### config.mk
export PLATFORM = sky130hd
export DESIGN_NAME = discharge_param_scheduler
export DESIGN_NICKNAME = d
export VERILOG_FILES = /design/src/rtl/discharge_param_scheduler.sv
export SDC_FILE = /design/constraint.sdc
export NUM_CORES = 1
export LEC_CHECK = 0
export CORE_MARGIN = 2
export CORE_UTILIZATION = 31
export CTS_CLUSTER_SIZE = 14
export DETAILED_ROUTE_END_ITERATION = 6
export PLACE_DENSITY = 0.63
export SYNTH_ARGS = -nofsm -noshare
export SYNTH_HDL_FRONTEND = slang
export SYNTH_SLANG_ARGS = --single-unit
export TNS_END_PERCENT = 20
### constraint.sdc
create_clock -name clk -period 1.9 [get_ports clk]
set_input_delay 0.38 -clock clk [delete_from_list [all_inputs] [get_ports clk]]
set_output_delay 0.38 -clock clk [all_outputs]
set_load 0.1 [all_outputs]
### src/rtl/discharge_param_scheduler.sv
// discharge_param_scheduler
// Collects asynchronous parameter-change requests (Ton, Toff, Ip, waveform)
// into shadow registers and commits them to the live outputs only inside a
// safe window: Ton/Toff/Ip when machining is idle or the generator is in its
// Toff/deion phase, the waveform word only when machining is idle. Every
// commit is followed by a one-cycle SETTLE state that raises update_strobe.
// A stale counter flags requests that have been waiting too long.
//
// Optional feature macro: PARAM_CLAMP_EN
//   defined   : shadows load range-clamped values and clamp_flag pulses one
//               cycle after any load that had to be clamped.
//   undefined : values pass through unchanged and clamp_flag stays 0.
//
// Handshake: change_*_req are single-cycle pulses sampled on the rising
// edge; the matching *_in value must be valid in that same cycle. There is
// no back-pressure: a newer request for a still-pending field overwrites
// its shadow (last value wins).
module discharge_param_scheduler #(
  parameter logic [15:0] TON_RST       = 16'd50,
  parameter logic [15:0] TOFF_RST      = 16'd200,
  parameter logic [15:0] IP_RST        = 16'd10,
  parameter logic [15:0] WAVE_RST      = 16'h2001,
  parameter logic [15:0] TON_MIN       = 16'd1,
  parameter logic [15:0] TON_MAX       = 16'd1000,
  parameter logic [15:0] TOFF_MIN      = 16'd5,
  parameter logic [15:0] IP_MAX        = 16'd70,
  parameter logic [15:0] STALE_TIMEOUT = 16'd50000
) (
  input  logic        clk,
  input  logic        rst_n,
  input  logic        change_ton_req,
  input  logic        change_toff_req,
  input  logic        change_ip_req,
  input  logic        change_waveform_req,
  input  logic [15:0] ton_in,
  input  logic [15:0] toff_in,
  input  logic [15:0] ip_in,
  input  logic [15:0] waveform_in,
  input  logic        is_machine,
  input  logic        pulse_off,
  output logic [15:0] ton_out,
  output logic [15:0] toff_out,
  output logic [15:0] ip_out,
  output logic [15:0] waveform_out,
  output logic        update_strobe,
  output logic [3:0]  pending,
  output logic        clamp_flag,
  output logic        stale_flag,
  output logic [1:0]  state_dbg_o
);

  // Field index order matches the pending vector: {wave, ip, toff, ton}.
  localparam int F_TON  = 0;
  localparam int F_TOFF = 1;
  localparam int F_IP   = 2;
  localparam int F_WAVE = 3;

`ifdef PARAM_CLAMP_EN
  localparam bit CLAMP_EN = 1'b1;
`else
  localparam bit CLAMP_EN = 1'b0;
`endif

  typedef enum logic [1:0] {
    ST_IDLE   = 2'd0,
    ST_WAIT   = 2'd1,
    ST_SETTLE = 2'd2
  } state_t;

  localparam logic [3:0][15:0] RST_VEC = {WAVE_RST, IP_RST, TOFF_RST, TON_RST};

  state_t           state_q, state_d;
  logic [3:0]       req_vec;
  logic [3:0][15:0] in_vec;
  logic [3:0][15:0] load_vec;
  logic [3:0]       clamped;
  logic [3:0]       elig;
  logic [3:0]       commit;
  logic [3:0]       pending_q, pending_d;
  logic [3:0][15:0] shadow_q, shadow_d;
  logic [3:0][15:0] out_q, out_d;
  logic             strobe_q, strobe_d;
  logic             clamp_q, clamp_d;
  logic [15:0]      stale_cnt_q, stale_cnt_d;
  logic             stale_q, stale_d;

  // Range limit for one field; only the three power-related fields have limits.
  function automatic logic [15:0] clamp_field(input int idx, input logic [15:0] v);
    logic [15:0] r;
    r = v;
    case (idx)
      F_TON: begin
        if (v < TON_MIN)      r = TON_MIN;
        else if (v > TON_MAX) r = TON_MAX;
      end
      F_TOFF: if (v < TOFF_MIN) r = TOFF_MIN;
      F_IP:   if (v > IP_MAX)   r = IP_MAX;
      default: r = v;
    endcase
    return r;
  endfunction

  // Gather request pulses and values into indexable vectors.
  always_comb begin
    req_vec = {change_waveform_req, change_ip_req, change_toff_req, change_ton_req};
    in_vec  = {waveform_in, ip_in, toff_in, ton_in};
  end

  // Value actually written into each shadow, and whether limiting changed it.
  always_comb begin
    load_vec = in_vec;
    clamped  = '0;
    for (int f = 0; f < 4; f++) begin
      if (CLAMP_EN) begin
        load_vec[f] = clamp_field(f, in_vec[f]);
        clamped[f]  = req_vec[f] && (load_vec[f] != in_vec[f]);
      end
    end
    clamp_d = |clamped;
  end

  // Safe-window eligibility and the set of fields committing this edge.
  always_comb begin
    elig[F_TON]  = !is_machine || pulse_off;
    elig[F_TOFF] = !is_machine || pulse_off;
    elig[F_IP]   = !is_machine || pulse_off;
    elig[F_WAVE] = !is_machine;
    commit       = (state_q == ST_WAIT) ? (pending_q & elig) : 4'b0000;
  end

  // Shadow, pending and output next-state; a same-edge request re-arms pending.
  always_comb begin
    shadow_d  = shadow_q;
    out_d     = out_q;
    pending_d = (pending_q & ~commit) | req_vec;
    for (int f = 0; f < 4; f++) begin
      if (commit[f])  out_d[f]    = shadow_q[f];
      if (req_vec[f]) shadow_d[f] = load_vec[f];
    end
  end

  // Scheduler FSM next state; strobe mirrors entry into SETTLE.
  always_comb begin
    state_d = state_q;
    case (state_q)
      ST_IDLE:   if (pending_d != 4'b0000) state_d = ST_WAIT;
      ST_WAIT:   if (commit != 4'b0000)    state_d = ST_SETTLE;
      ST_SETTLE: state_d = (pending_d != 4'b0000) ? ST_WAIT : ST_IDLE;
      default:   state_d = ST_IDLE;
    endcase
    strobe_d = (state_d == ST_SETTLE);
  end

  // Stale watchdog: saturating count of WAIT cycles without a commit.
  always_comb begin
    stale_cnt_d = stale_cnt_q;
    stale_d     = stale_q;
    if (commit != 4'b0000) begin
      stale_cnt_d = '0;
      stale_d     = 1'b0;
    end else if (state_q == ST_WAIT) begin
      if (stale_cnt_q < STALE_TIMEOUT) stale_cnt_d = stale_cnt_q + 16'd1;
      stale_d = (stale_cnt_d == STALE_TIMEOUT);
    end
  end

  // State and datapath registers with synchronous active-low reset.
  always_ff @(posedge clk) begin
    if (!rst_n) begin
      state_q     <= ST_IDLE;
      pending_q   <= '0;
      shadow_q    <= RST_VEC;
      out_q       <= RST_VEC;
      strobe_q    <= 1'b0;
      clamp_q     <= 1'b0;
      stale_cnt_q <= '0;
      stale_q     <= 1'b0;
    end else begin
      state_q     <= state_d;
      pending_q   <= pending_d;
      shadow_q    <= shadow_d;
      out_q       <= out_d;
      strobe_q    <= strobe_d;
      clamp_q     <= clamp_d;
      stale_cnt_q <= stale_cnt_d;
      stale_q     <= stale_d;
    end
  end

  assign ton_out       = out_q[F_TON];
  assign toff_out      = out_q[F_TOFF];
  assign ip_out        = out_q[F_IP];
  assign waveform_out  = out_q[F_WAVE];
  assign pending       = pending_q;
  assign update_strobe = strobe_q;
  assign clamp_flag    = clamp_q;
  assign stale_flag    = stale_q;
  assign state_dbg_o   = state_q;

endmodule

==> results of run 1 <==
==> timing repair <==
action,CTS,global route
gates resized for setup,2,10
buffers inserted,0,1
pin swaps,0,5
endpoints found under the setup margin,1,1
==> sequential cells by signal, summed over array words and instances (netlist names) <==
name and count:
shadow_q 64, ip_out 16, stale_cnt_q 16, toff_out 16
ton_out 16, waveform_out 16, pending 4, state_dbg_o 2
stale_flag 1, update_strobe 1
==> synthesized netlist by cell type (all sizes together), types with 3 or more instances <==
cell,count
or3,4
clkbuf,36
nor3,6
mux2i,64
a21boi,54
and3,4
nor2b,60
dfxtp,152
nand3,20
nand4,3
and2,4
o21ai,9
xor2,8
xnor2,7
nor2,24
nand2,160
a21oi,9
buf,8
==> power by group through the flow <==
stage | registers (W) | clock network [W] | logic (W)
finish | 0.00338 | 0.00333 | 0.000981
global route | 0.00339 | 0.00359 | 0.00105
CTS | 0.00338 | 0.00345 | 0.000993
detailed placement | 0.00345 | 0 | 0.000991
global placement | 0.00344 | 0 | 0.000987
floorplan | 0.00370 | 0 | 0.000334
==> metrics by stage <==
step           cell area [µm²]  cells
6_report                  8671   1107
5_1_grt                   8671   1107
4_1_cts                   8625   1106
3_5_place_dp              8034   1074
3_3_place_gp              8034   1074
2_1_floorplan             6061    660
==> layout make-up <==
type / instances / area (µm²)
fill: 1860 / 10660
clock buffer: 17 / 425.4
clock inverter: 15 / 157.7
inverter: 2 / 7.507
timing repair buffer: 194 / 1844
multi-input combinational: 462 / 2845
sequential: 152 / 3059
tap: 265 / 331.6
==> routing by layer <==
| metal | routed length [µm] | vias to the layer above | global-route usage [%] |
|---|---|---|---|
| met5 | 0 | - | 0 |
| met4 | 297 | 0 | 6.089 |
| met3 | 768 | 20 | 3.599 |
| met2 | 6514 | 109 | 23.06 |
| met1 | 7040 | 2210 | 18.76 |
| li1 | - | 2525 | - |
==> placed cells by master, fill, tap and decap left out, drive strengths merged, types with 2 or more instances in the layout <==
master / instances
nand2: 160
dfxtp: 152
buf: 124
clkdlybuf4s50: 70
mux2i: 64
nor2b: 60
a21boi: 54
nor2: 24
nand3: 20
clkbuf: 17
inv: 10
a21oi: 9
o21ai: 9
xor2: 8
xnor2: 7
nor3: 6
or3: 4
clkinvlp: 4
and3: 4
and2: 4
nand4: 3
nand2b: 2
o21a: 2
a31oi: 2
clkinv: 2
and4: 2
or2: 2
or4: 2
a211oi: 2
o31ai: 2
==> cell families after synthesis <==
kind of cell,Yosys count
compound gates,85
xor+xnor,15
fa+ha+maj,1
buf+inv,46
flops,152
mux,64
other cells,1
simple gates,296
==> path summary, 6_finish.rpt <==
check,from,endpoint,slack (ps)
worst max register to register,stale_cnt_q[5],stale_flag,40
worst min register to register,shadow_q[56],waveform_out[8],450
worst min-delay path,rst_n,state_dbg_o[1],280
worst max-delay path,stale_cnt_q[5],stale_flag,40
==> critical path, stage by stage (launching register included) <==
cell	delay [ps]
dfxtp_2	330
o21a_1	200
o2111ai_2	200
o21ai_2	100
buf_4	150
a211oi_1	160
a31oi_1	70
a211o_1	320
o31ai_4	240
==> out/qor.txt, run 1 <==
Distinct cells, synth = 53
run status = finished, final reports clean
P_sw = 0.002104 W
latest clock arrival within the worst-skew pair = 420 ps
core area = 19330 µm²
Switching Share = 27.37%
hold_buf cts = 0
Seq/Total Area, Yosys = 50.30%
detailed-route DRC error count = 0
asr flop ratio synth = 0%
fin. max-slew vios = 0
yosys warns = 0
Max-cap violations = 0
crit-path max FO = 4
Internal = 0.005585 W
# diodes = 0
Worst Skew = 7.735 ps
drt first pass iters = 4
combinational cell fraction of total power = 12.8%
Total GRT Usage = 14.50%
share of the synthesized area in the top cell type = 50.30%
Final min period = 1856 ps
I/O pin cnt = 145
WS Path Type = flop to flop
multiplexer area fraction after synthesis = 10.59%
Final ANT Viol Nets = 0
Post-synth EDFFs = 0
Post-Syn Area = 6050 µm²
die width = 143.7 µm
Max clock buf depth = 2
overall power = 0.007689 W
TritonCTS clock tree = built
number of global-route vias before repair = 4637
RePlAce Congestion = 0.7821
Sink Count = 152
Hold Fails Final Rpt = 0
fin util = 44.85%
hold slack = 278.9 ps
Post-Syn Nets = 733
CTS clk-pin slew, worst paths = 60 ps
final setup margin = 44.49 ps
syn_area_per_cell = 9.166 µm²
pre-CTS WS = -67.40 ps
routed length per instance = 13.21 µm
setup TNS = 0 ps
Hold Crit Depth = 3
GRT Residual Overflow = 0
Tcrit/Tclk final = 97.66%
largest net degree at the start of global routing = 67
I/O Buffers = 143
dpl hpwl = 10110 µm
Area Growth Syn to Fin = 43.33%
# rows = 51
cells on worst reg2reg path = 8
Post-Synth Simple-Gate Area = 23.12%
DRT iter0 DRCs = 190
Die Ht = 143.7 µm
Max H-tree Level = 4
Post-Synth Adder-Cell Area = 0.2068%
CP Capture Type = flop
compound-gate portion of the synthesized area = 10.22%
Seq cells post-synth = 152
top achievable clock speed = 0.5389 GHz
Nets = 902
Peak supply drop = 0.0006336 V
Flop pwr share = 43.9%
final setup vio count = 0
area leader, netlist = dfxtp_1
die area = 20650 µm²
CTS root buf = clkbuf_16
HP Class = input port to flop
vias per cell = 4.394
synth top area cells = dfxtp_1 50%, mux2i_1 11%, nand2_1 9.9%
Post-Synth XOR/XNOR Area = 2.172%
initial antenna violation count = 0
pwr/cell area = 886.7 nW/µm²
via count of the routed design = 4864
first-pass GRT wire length = 23400 µm
synthesized instance count = 660
final wirelength = 14620 µm
RSZ-0062 raised after global routing = true
CP required = 2240 ps
Leak = 3.468 nW
share of layout cells above drive strength 1 = 21.85%
main combinational cell family by area after synthesis = simple AND/OR/NAND/NOR gates
number of buffers created by CTS = 17
most frequently used flop master after synthesis = dfxtp_1
Initial Util = 31.29%
crit path DAT = 2200 ps
Clock power frac = 43.3%
crit start category = flop
Note: power is estimated with default switching activity, not from simulation.
==> run 2: changes to the inputs <==
Settings changed: CORE_MARGIN 2 to not set.
==> run 2 against run 1 <==
Core utilization rose by 0.76 points. Combinational power shrank 1%. Critical endpoint unchanged. Routed wire length shrank 1.1%. Critical path type unchanged.
==> out/qor.txt, run 2 (synthesis results as in run 1) <==
commonest non-fill, non-tap cell in the layout = nand2_1
fin util = 45.61% (+0.76 points)
number of buffers created by CTS = 17 (unchanged)
vias per cell = 4.401 (+0.16%)
CP cell instances = o21a_1, o2111ai_2, o21a_1, a211oi_2, nor2_1, or4_4, o31ai_2
Max clock buf depth = 2 (unchanged)
final non-filler cell total = 1097 (-0.90%)
final wirelength = 14460 µm (-1.1%)
share of layout cells above drive strength 1 = 21.39% (-0.47 points)
run status = finished, final reports clean
most frequent cells in the layout = 160 x nand2_1, 141 x dfxtp_1, 104 x buf_4
CP required = 2230 ps (about the same)
slew margin rel. = 64.81%
DRT iter0 DRCs = 209 (+10%)
number of global-route vias before repair = 4784 (+3.2%)
Die Ht = 141.7 µm (-1.4%)
Reg area = 3059 µm² (unchanged)
crit path from = stale_cnt_q[5]
Leak = 3.456 nW (-0.36%)
Final min period = 1860 ps (+4.700 ps)
# rows = 50 (-2.0%)
I/O Buffers = 143 (unchanged)
crit-path max FO = 3 (-1)
Placed Area = 7973 µm² (-0.76%)
detailed-route DRC error count = 0 (unchanged)
dpl hpwl = 9695 µm (-4.1%)
count of buffer and inverter cells on the critical path = 0 (-1)
Max-cap violations = 0 (unchanged)
Area Growth Syn to Fin = 42.44%
initial antenna violation count = 0 (unchanged)
Final ANT Viol Nets = 0 (unchanged)
CP max-delay cell = or4_4
I/O pin cnt = 145 (unchanged)
via count of the routed design = 4828 (-0.74%)
CP Capture Type = flop
Final Cell Area = 8617 µm² (-0.62%)
RSZ-0062 raised after global routing = true
# diodes = 0 (unchanged)
Hold Fails Final Rpt = 0 (unchanged)
Reg2Reg Launch Point = stale_cnt_q[5]
HP Class = input port to flop
largest net degree at the start of global routing = 136 (+100%)
Nets = 897 (-0.55%)
die area = 20080 µm² (-2.8%)
Peak supply drop = 0.0005327 V (-16%)
crit path DAT = 2190 ps (about the same)
pre-CTS WS = -49.99 ps (+17.41 ps)
Tcrit/Tclk final = 97.91% (+0.25 points)
Largest Register = shadow_q
CTS root buf = clkbuf_16
Worst Skew = 5.435 ps (-2.300 ps)
pwr/cell area = 909.5 nW/µm² (+2.6%)
WP depth = 7 (-1)
Largest register FFs = 64 (unchanged)
Most common cell on crit path = o21a_1
Initial Util = 32.02% (+0.73 points)
CTS clk-pin slew, worst paths = 60 ps (about the same)
final setup vio count = 0 (unchanged)
Multi-input gate area = 2830 µm² (-0.53%)
Sink Count = 152 (unchanged)
crit start category = flop
die width = 141.7 µm (-1.4%)
WS Path Type = flop to flop
hold_buf cts = 0 (unchanged)
drt first pass iters = 4 (unchanged)
Slew @ Worst Pin = 527.8 ps
crit-path leading delay family = compound AO/OA/AOI/OAI gates
Max H-tree Level = 4 (unchanged)
cells on worst reg2reg path = 7 (-1)
setup TNS = 0 ps (unchanged)
core area = 18890 µm² (-2.3%)
top achievable clock speed = 0.5376 GHz (-0.25%)
GRT Residual Overflow = 0 (unchanged)
final setup margin = 39.79 ps (-4.700 ps)
Hold Crit Depth = 3 (unchanged)
critical path's largest stage delay = 510 ps (+180 ps)
fillers = 1886 (+1.4%)
Total GRT Usage = 15.15% (+0.65 points)
min-delay src = rst_n
placed insts = 1065 (-0.84%)
first-pass GRT wire length = 23820 µm (+1.8%)
routed length per instance = 13.18 µm (-0.22%)
latest clock arrival within the worst-skew pair = 420 ps (about the same)
TritonCTS clock tree = built
fin. max-slew vios = 0 (unchanged)
RePlAce Congestion = 0.8184 (+4.6%)
-- run 2: changes by cell type in the layout (fill, tap and decap cells not counted), sizes merged --
cell and change:
bufinv +1, buf -5, clkinvlp -3, clkbuf +3
inv -1
-- run 2: final timing paths --
kind,end,slack (ps)
max,stale_flag,40
min,state_dbg_o[1],280
max reg2reg,stale_flag,40
min reg2reg,waveform_out[6],450
-- run 2: cell type report --
cell class / count / share of cell area [%]
Clock buffer: 20 / 5.300
Clock inverter: 12 / 1.815
Inverter: 2 / 0.08712
Multi-Input combinational cell: 462 / 32.84
Sequential cell: 152 / 35.50
Tap cell: 260 / 3.775
Timing Repair Buffer: 189 / 20.68
-- run 2: what timing repair did --
| item | CTS | global route |
|---|---|---|
| resized for setup | 0 | 11 |
| buffers inserted | 0 | 0 |
| setup endpoints to repair | 0 | 4 |
-- run 2: tightest hold or removal path, cell delays in order --
cell and delay (ps):
buf_4 130, nand2_1 100, nor2_1 50
-- run 2: metal layers --
layer  vias to the layer above  track usage [%]  share of wire (%)
li1                       2515                -                  -
met1                      2192            19.51                 49
met2                       114            23.98                 45
met3                         7            4.792                5.2
met4                         0            4.924               0.91
met5                         -                0                  0
-- run 2: metrics by stage --
step / power, W / hold slack [ps]
5_1_grt: 0.008193 / 300.1
3_3_place_gp: 0.004416 / 440.4
6_report: 0.007837 / 284.1
2_1_floorplan: 0.004031 / 430.1
3_5_place_dp: 0.004420 / 444.8
4_1_cts: 0.007963 / 269.5
-- run 2: where the power goes --
group | leakage, nW | total, W | internal [W] | switching (W)
Clock | 0.299 | 0.00349 | 0.00206 | 0.00143
Combinational | 1.91 | 0.000968 | 0.000408 | 0.000559
Sequential | 1.25 | 0.00338 | 0.00331 | 0.0000653
